### src/rtl/outlier_collector.sv
// outlier_collector
// Gathers outlier indices popped from the controller FIFO into a per-point
// mask, then streams every index that was not flagged as an outlier, in
// ascending order, over a valid/ready handshake. Frame size is clamped to the
// mask depth and any position outside the frame raises a sticky range error.

module outlier_collector #(
    parameter int N               = 16,
    parameter int POINT_CLOUD_MAX = 1024
) (
    input  logic         clock,
    input  logic         reset,
    input  logic         start,
    input  logic [N-1:0] point_cloud_size,
    input  logic         empty,
    input  logic [N-1:0] outlier_pos_fifo,
    input  logic         controller_done,
    output logic         read_fifo,
    output logic         inlier_valid,
    output logic [N-1:0] inlier_pos,
    input  logic         inlier_ready,
    output logic [N-1:0] outlier_count,
    output logic         error_range,
    output logic         done
);

    localparam int IDXW = (POINT_CLOUD_MAX > 1) ? $clog2(POINT_CLOUD_MAX) : 1;
    localparam logic [N:0] MAX_SIZE = (N+1)'(POINT_CLOUD_MAX);

    localparam logic [2:0] S_IDLE    = 3'd0;
    localparam logic [2:0] S_CLEAR   = 3'd1;
    localparam logic [2:0] S_COLLECT = 3'd2;
    localparam logic [2:0] S_STREAM  = 3'd3;
    localparam logic [2:0] S_DONE    = 3'd4;

    logic [2:0]                 state;
    logic [N-1:0]               size_reg;
    logic                       oversize_reg;
    logic [N-1:0]               scan_idx;
    logic                       rd_prev;
    logic [POINT_CLOUD_MAX-1:0] mask;

    logic                       capture;
    logic                       cap_in_range;
    logic                       cap_dup;
    logic [IDXW-1:0]            cap_idx;
    logic [IDXW-1:0]            scan_bit;
    logic                       scan_end;
    logic                       scan_masked;
    logic                       start_oversize;

    // Pop pacing, capture qualification and scan decode for the current cycle
    always_comb begin
        read_fifo      = (state == S_COLLECT) && !empty && !rd_prev;
        capture        = (state == S_COLLECT) && rd_prev;
        cap_in_range   = outlier_pos_fifo < size_reg;
        cap_idx        = outlier_pos_fifo[IDXW-1:0];
        cap_dup        = mask[cap_idx];
        scan_end       = scan_idx >= size_reg;
        scan_bit       = scan_idx[IDXW-1:0];
        scan_masked    = mask[scan_bit];
        start_oversize = {1'b0, point_cloud_size} > MAX_SIZE;
    end

    // Outlier mask: wiped at the start of each frame, one bit set per new outlier
    always_ff @(posedge clock) begin
        if (state == S_CLEAR) begin
            mask <= '0;
        end else if (capture && cap_in_range) begin
            mask[cap_idx] <= 1'b1;
        end
    end

    // Frame sequencing, outlier bookkeeping and inlier streaming
    always_ff @(posedge clock or negedge reset) begin
        if (!reset) begin
            state         <= S_IDLE;
            size_reg      <= '0;
            oversize_reg  <= 1'b0;
            scan_idx      <= '0;
            rd_prev       <= 1'b0;
            inlier_valid  <= 1'b0;
            inlier_pos    <= '0;
            outlier_count <= '0;
            error_range   <= 1'b0;
            done          <= 1'b0;
        end else begin
            rd_prev <= read_fifo;
            case (state)
                S_IDLE, S_DONE: begin
                    if (start) begin
                        state        <= S_CLEAR;
                        done         <= 1'b0;
                        oversize_reg <= start_oversize;
                        size_reg     <= start_oversize ? MAX_SIZE[N-1:0] : point_cloud_size;
                    end
                end
                S_CLEAR: begin
                    outlier_count <= '0;
                    error_range   <= oversize_reg;
                    done          <= 1'b0;
                    scan_idx      <= '0;
                    state         <= S_COLLECT;
                end
                S_COLLECT: begin
                    if (capture) begin
                        if (!cap_in_range) begin
                            error_range <= 1'b1;
                        end else if (!cap_dup && (outlier_count != {N{1'b1}})) begin
                            outlier_count <= outlier_count + N'(1);
                        end
                    end
                    if (controller_done && empty && !rd_prev) begin
                        scan_idx <= '0;
                        state    <= S_STREAM;
                    end
                end
                S_STREAM: begin
                    if (inlier_valid) begin
                        if (inlier_ready) begin
                            inlier_valid <= 1'b0;
                            scan_idx     <= scan_idx + N'(1);
                        end
                    end else if (scan_end) begin
                        done  <= 1'b1;
                        state <= S_DONE;
                    end else if (scan_masked) begin
                        scan_idx <= scan_idx + N'(1);
                    end else begin
                        inlier_valid <= 1'b1;
                        inlier_pos   <= scan_idx;
                    end
                end
                default: begin
                    state <= S_IDLE;
                end
            endcase
        end
    end

endmodule

### config.mk
export PLATFORM = sky130hd
export DESIGN_NAME = outlier_collector
export DESIGN_NICKNAME = d
export VERILOG_FILES = /design/src/rtl/outlier_collector.sv
export SDC_FILE = /design/constraint.sdc
export NUM_CORES = 2
export LEC_CHECK = 0
export CAP_MARGIN = 10
export CORE_MARGIN = 1
export CORE_UTILIZATION = 50
export DETAILED_ROUTE_END_ITERATION = 7
export PLACE_DENSITY = 0.77
export RECOVER_POWER = 100
export SLEW_MARGIN = 15
export SYNTH_ARGS = -nofsm -noshare
export SYNTH_HDL_FRONTEND = slang
export SYNTH_SLANG_ARGS = --single-unit
### constraint.sdc
create_clock -name clock -period 4.15 [get_ports clock]
set_clock_uncertainty 0.15 [all_clocks]
set_input_delay 0.83 -clock clock [delete_from_list [all_inputs] [get_ports clock]]
set_output_delay 0.83 -clock clock [all_outputs]
set_load 0.005 [all_outputs]
## Word level (Yosys, flattened, before mapping)

Index checks and enable logic that the tools add are counted.
W data, S select, Z words.

| word-level totals | value |
|---|---|
| bits in registers | 1096 |
| bits in latches | 0 |
| RAM bits | 0 |
| memory bits (read-only) | 0 |
| bits of input ports | 38 |
| word-level logic and storage cells | 95 |
| memories kept | 0 |

| operators by class | value |
|---|---|
| add/sub/neg operators | 2 |
| $mul | 0 |
| divide/modulo/power cells | 0 |
| order comparisons | 6 |
| equal/unequal tests | 16 |
| shift operators | 0 |
| muxes and demuxes | 33 |
| bitwise logic cells | 4 |
| reduce and logical (&&, ||, !) cells | 23 |

Operator list:

| kind | number |
|---|---|
| $or A1024 B1024 Y1024 | 1 |
| $mux W16 | 9 |
| $pmux W16 S3 | 1 |
| $add A16 B1 Y16 const B | 2 |
| $pmux W16 S2 | 1 |
| $lt A10 B11 Y1 const B | 2 |
| $bmux W1 S10 | 2 |
| $ge A16 B16 Y1 | 1 |
| $gt A16 B11 Y1 const B | 1 |
| $lt A16 B16 Y1 | 1 |
| $ne A16 B16 Y1 const B | 1 |
| $reduce_and A4 Y1 | 4 |
| $mux W1 | 12 |
| $mux W3 | 4 |
| $ne A2 B2 Y1 const B | 6 |
| $pmux W3 S4 | 1 |
| $demux W1 S10 | 1 |
| $ge A10 B1 Y1 const B | 1 |
| $ne A3 B3 Y1 const B | 3 |
| $logic_and A1 B1 Y1 | 8 |
| $eq A3 B2 Y1 const B | 2 |
| $reduce_bool A3 Y1 | 2 |
| $reduce_and A5 Y1 | 1 |
| $ne A2 B1 Y1 const B | 2 |
| 11 further kinds | 15 |

## Depth between registers and ports, before layout

| logic depth | value |
|---|---|
| word-level depth | 8 |
| depth in mapped cells | 20 |
| gate-level depth less buffers | 12 |

## Least setup slack after synthesis

Ideal clock, no wire load.

| timing path | value |
|---|---|
| path kind | input-to-reg |
| start | input outlier_pos_fifo[0] |
| end | register outlier_count[0] |
| setup time | 0.125 ns |
| arrival time | 3.465 ns |
| required time | 3.875 ns |
| slack | 0.410 ns |
| cell stages on the path | 16 |
| buffers on the path | 6 |
| cells stage by stage | buf_6 buf_6 buf_4 buf_2 buf_4 mux2i_1 nor2_1 nor4_1 o2111ai_1 a32oi_1 nor3_1 nor2_1 a41oi_2 buf_4 nor2_1 mux2_4 |

| between the ends | value |
|---|---|
| cells in the longest elaborated chain, start to end | 6 |

RTL lines:

| element | RTL line | RTL |
|---|---|---|
| start: declaration | 16 | `input logic [N-1:0] outlier_pos_fifo,` |
| $bmux W1 S10 | 58 | `cap_dup = mask[cap_idx];` |
| $mux W1 (implied by the code) | 58 |  |
| $logic_not A1 Y1 | 109 | `end else if (!cap_dup && (outlier_count != {N{1'b1}})) begin` |
| $logic_and A1 B1 Y1 | 109 |  |
| $ne A2 B1 Y1 (no source line) | -- |  |
| $reduce_and A4 Y1 (no source line) (*) | -- |  |
| end signal: assignment | 110 | `outlier_count <= outlier_count + N'(1);` |
| end: declaration | 22 | `output logic [N-1:0] outlier_count,` |

Every way passes the cells marked *; elsewhere a longest branch is shown, timed or not. The select of a mux whose other input is x is not followed.
A chain may end at the register's enable or synchronous reset.

## Worst setup path in the final report

| timing path | value |
|---|---|
| start | input outlier_pos_fifo[4] |
| end | register outlier_count[13] |

The elaborated chain is that of the path after synthesis.

==> results.md <==
* Proportion of synthesized chip area in sequential cells at 0.425
* Violations in the final reports: max-capacitance violations, max-slew violations
* Global placer's final weighted congestion at 1.12
* Synth Cell Area at 52500 µm²
* Start-to-end type of the worst setup path: in2reg
* Num rows at 118
* DRC marker count from the first detailed-route iteration at 8177
* Clock Latency Late Sink at 0.74 ns
* Top-level port count at 74
* Chip height at 326 µm
* Fraction of the cycle the final worst path needs at 0.985
* Post-route setup slack at 0.0603 ns
* Antenna violations before repair at 12
* Count of final setup violators at 0
* Via count of the first global-routing pass at 47700
* Data arrival, critical path at 4.49 ns
* Die Wd at 326 µm
* Most common cell after layout, fill and taps aside: nor2_1
* Worst reg-to-reg path cell count at 15
* Sequential Area at 22300 µm²
* Residual antenna-violating net count after detailed routing at 0
* Beginning of the worst register-to-register path: scan_idx[0]$_DFFE_PN0P_
* Count of final max-slew check failures at 73
* Number of iterations in the first detailed-routing pass at 8
* Min-Delay Path Class: reg2reg
* Sort of element at the end of the critical path: register
* TritonCTS clock tree: yes
* Unrepaired setup endpoints after global routing: true
* MaxCap Viol Count at 1
* Largest net degree at the start of global routing at 231
* Total die area at 106000 µm²
* Via density at 6.66
* Number of buffer cells added on primary ports at 73
* Count of placed standard cells including taps at 7450
* Clock tree root buffer cell: clkbuf_16
* Seq cells post-synth at 1096
* Warnings from Yosys at 0
* Routed wire length per instance at 29.2 µm
* Hold Path Stages at 2
* Final Hold Viols at 0
* Combined area of the multi-input logic cells at 28000 µm²
* Effective utilization at floorplan at 0.506
* Count of unique library cells instantiated by Yosys at 82
* Synthesized net count at 5725
* Vias at 51200
* Largest register by flop count: mask
* Synth top area cells: dfxtp_1, mux4_2, a21oi_1, mux2i_1, nor2_1
* Number of remaining DRC errors at 0
* Avg Inst Size Synth at 9.29 µm²
* Hold-critical path endpoint: mask[1006]$_SDFFE_PP0P_
* Area of the placeable core at 104000 µm²
* Total grt overflow at 0
* Deepest clock path buffer count at 3
* Flip-flop cell with the highest count after synthesis: dfxtp_1
* Power Dens Cells at 439 nW/µm²
* Sw frac at 0.301
* Critical Path Start Type: input pin
* Capture instance of the worst register-to-register path: scan_idx[3]$_DFFE_PN0P_
* Post-layout power at 0.0282 W
* Min cycle time layout at 4.09 ns
* CTS Sinks at 1096
* Area share of the largest cell type after synthesis at 0.390
* Part of the power in combinational logic at 0.244
* Largest register FFs at 1024
* H-tree depth reported by CTS at 3
* Post-synth ARST share at 0.0657
* Largest fanout on the critical path at 15
* Hold path start: mask[1006]$_SDFFE_PP0P_
* Top cell type by total area after synthesis: dfxtp_1
* Outcome: finished, violations left
* Leakage power at 26.9 nW
* Highest-count cells in the layout ignoring fill and taps: nor2_1, a21oi_1, dfxtp_1, buf_4, mux2i_1
* Switching power at 0.00847 W
* Net count reported at finish at 6277
* Count of placed standard cells in the final layout, fillers left out at 7683
* VDD IR max at 0.449 mV
* Internal power summed over all cells at 0.0197 W
* Worst Tran Pin Value at 1.80 ns
* HPWL after detailed placement at 159000 µm
* Layout Area Growth over Synthesis at 22.2%
* Headroom to the max-slew limit at -0.200
* Register-to-register setup slack at 0.06 ns
* Clock power frac at 0.372
* First-pass GRT wire length at 323000 µm
* Cts bufs inserted at 114
* Clock transition at the registers of the reported paths at 0.06 ns
* Maximum clock frequency at 245 MHz
* Number of enable flip-flop cells after synthesis at 0
* Required arrival time at the worst endpoint at 4.56 ns
* Worst hold slack after final layout at 0.336 ns
* Final core occ at 0.618
* Post-synthesis cell count at 5654
* Layout cells sized above 1 at 0.219
* Total of fill cells in the finished design at 8371
* All-layer global routing usage at 0.408
* Setup slack after placement at -0.676 ns
* Routed wire length at 224000 µm
* Relative contribution of sequential cells to total power at 0.383
==> cell families after synthesis <==
group	count (synthesis)	share of synthesized area
buffers and inverters	510	0.0482
and+or+nand+nor	1678	0.133
muxes	796	0.222
DFF	1096	0.425
AOI/OAI and AO/OA	1541	0.164
adders and majority gates	33	0.00786
==> area by class of cell <==
class / count / area share
multi-input combinational: 4048 / 0.436
sequential: 1096 / 0.348
timing repair buffer: 916 / 0.129
clock buffer: 169 / 0.0519
tap: 1380 / 0.0269
clock inverter: 38 / 0.00692
inverter: 30 / 0.00175
antenna: 6 / 0.000234
==> worst max-delay path: stages <==
cell and delay (ns):
clkdlybuf4s50_1 0.51, buf_12 0.16, or4b_1 0.55, buf_4 0.25, buf_12 0.15, buf_4 0.13
o22ai_1 0.10, nor4_1 0.08, a21oi_1 0.35, buf_4 0.19, a21oi_1 0.05, o211ai_1 0.22
nand4_1 0.16, a41oi_2 0.22, buf_12 0.17, buf_4 0.16, or3_1 0.11, a21oi_1 0.06
==> per-stage QoR <==
step | instance area (µm²) | setup TNS, ns
CTS | 64000 | 0
global placement | 60200 | -12.25
global route | 64200 | -0.0122
finish | 64200 | 0
floorplan | 52500 | 0
detailed placement | 60200 | -36.31
==> power groups by stage <==
stage	logic (W)	clock network [W]	registers [W]
2_1_floorplan	0.00362	0	0.0109
3_3_place_gp	0.00606	0	0.0111
3_5_place_dp	0.00611	0	0.0111
4_1_cts	0.00625	0.0105	0.0108
5_1_grt	0.00698	0.0109	0.0108
6_report	0.00688	0.0105	0.0108
==> metal layers <==
layer | share of wire | wire (µm) | GRT usage | vias up
li1 | - | - | - | 21600
met1 | 0.35 | 79600 | 0.515 | 24600
met2 | 0.42 | 93400 | 0.593 | 3982
met3 | 0.14 | 31400 | 0.124 | 1055
met4 | 0.088 | 19800 | 0.289 | 14
met5 | 0.00052 | 116 | 0.000444 | -
==> worst max-delay path by stage <==
stage | from | to | slack [ns] | cells after the start
floorplan | outlier_pos_fifo[0] | outlier_count[0]$_DFFE_PN0P_ | 0.41 | 16
global placement | outlier_pos_fifo[4] | outlier_count[8]$_DFFE_PN0P_ | -0.65 | 17
detailed placement | outlier_pos_fifo[4] | outlier_count[13]$_DFFE_PN0P_ | -0.68 | 17
CTS | scan_idx[0]$_DFFE_PN0P_ | scan_idx[0]$_DFFE_PN0P_ | 0.003 | 15
global route | scan_idx[0]$_DFFE_PN0P_ | scan_idx[0]$_DFFE_PN0P_ | -0.004 | 15
finish | outlier_pos_fifo[4] | outlier_count[13]$_DFFE_PN0P_ | 0.06 | 18
==> repair_timing <==
action,in CTS,in global routing
endpoints found under the setup margin,25,46
hold buffers,0,0
setup buffers,4,13
hold endpoints to repair,0,0
gates resized for setup,3,56
pin swaps,0,10
gates cloned,0,3
==> cells in the mapped netlist, types with 6 or more instances <==
| master | instances |
|---|---|
| o31ai_1 | 8 |
| nand4bb_1 | 6 |
| inv_1 | 28 |
| nand3_1 | 41 |
| or4_1 | 6 |
| buf_2 | 57 |
| a21o_1 | 22 |
| mux2i_1 | 478 |
| a21oi_1 | 1080 |
| a22oi_1 | 49 |
| a31oi_1 | 12 |
| nor2_1 | 1262 |
| nor3_1 | 26 |
| nand3b_1 | 7 |
| buf_4 | 38 |
| or3_1 | 18 |
| buf_1 | 20 |
| o21ai_0 | 62 |
| o22ai_1 | 184 |
| mux2_4 | 12 |
| a221oi_1 | 11 |
| nand4_1 | 22 |
| and3_1 | 10 |
| o211ai_1 | 9 |
| o2111ai_1 | 12 |
| ha_1 | 33 |
| dfrtp_1 | 72 |
| buf_6 | 42 |
| nor2b_1 | 20 |
| a22o_1 | 13 |
| nand2b_1 | 11 |
| a211oi_1 | 14 |
| and2_1 | 11 |
| clkbuf_1 | 316 |
| nand2_1 | 155 |
| dfxtp_1 | 1024 |
| nor4_1 | 52 |
| mux4_2 | 287 |
| mux2_2 | 19 |
Power figures use the tool's default switching activity.
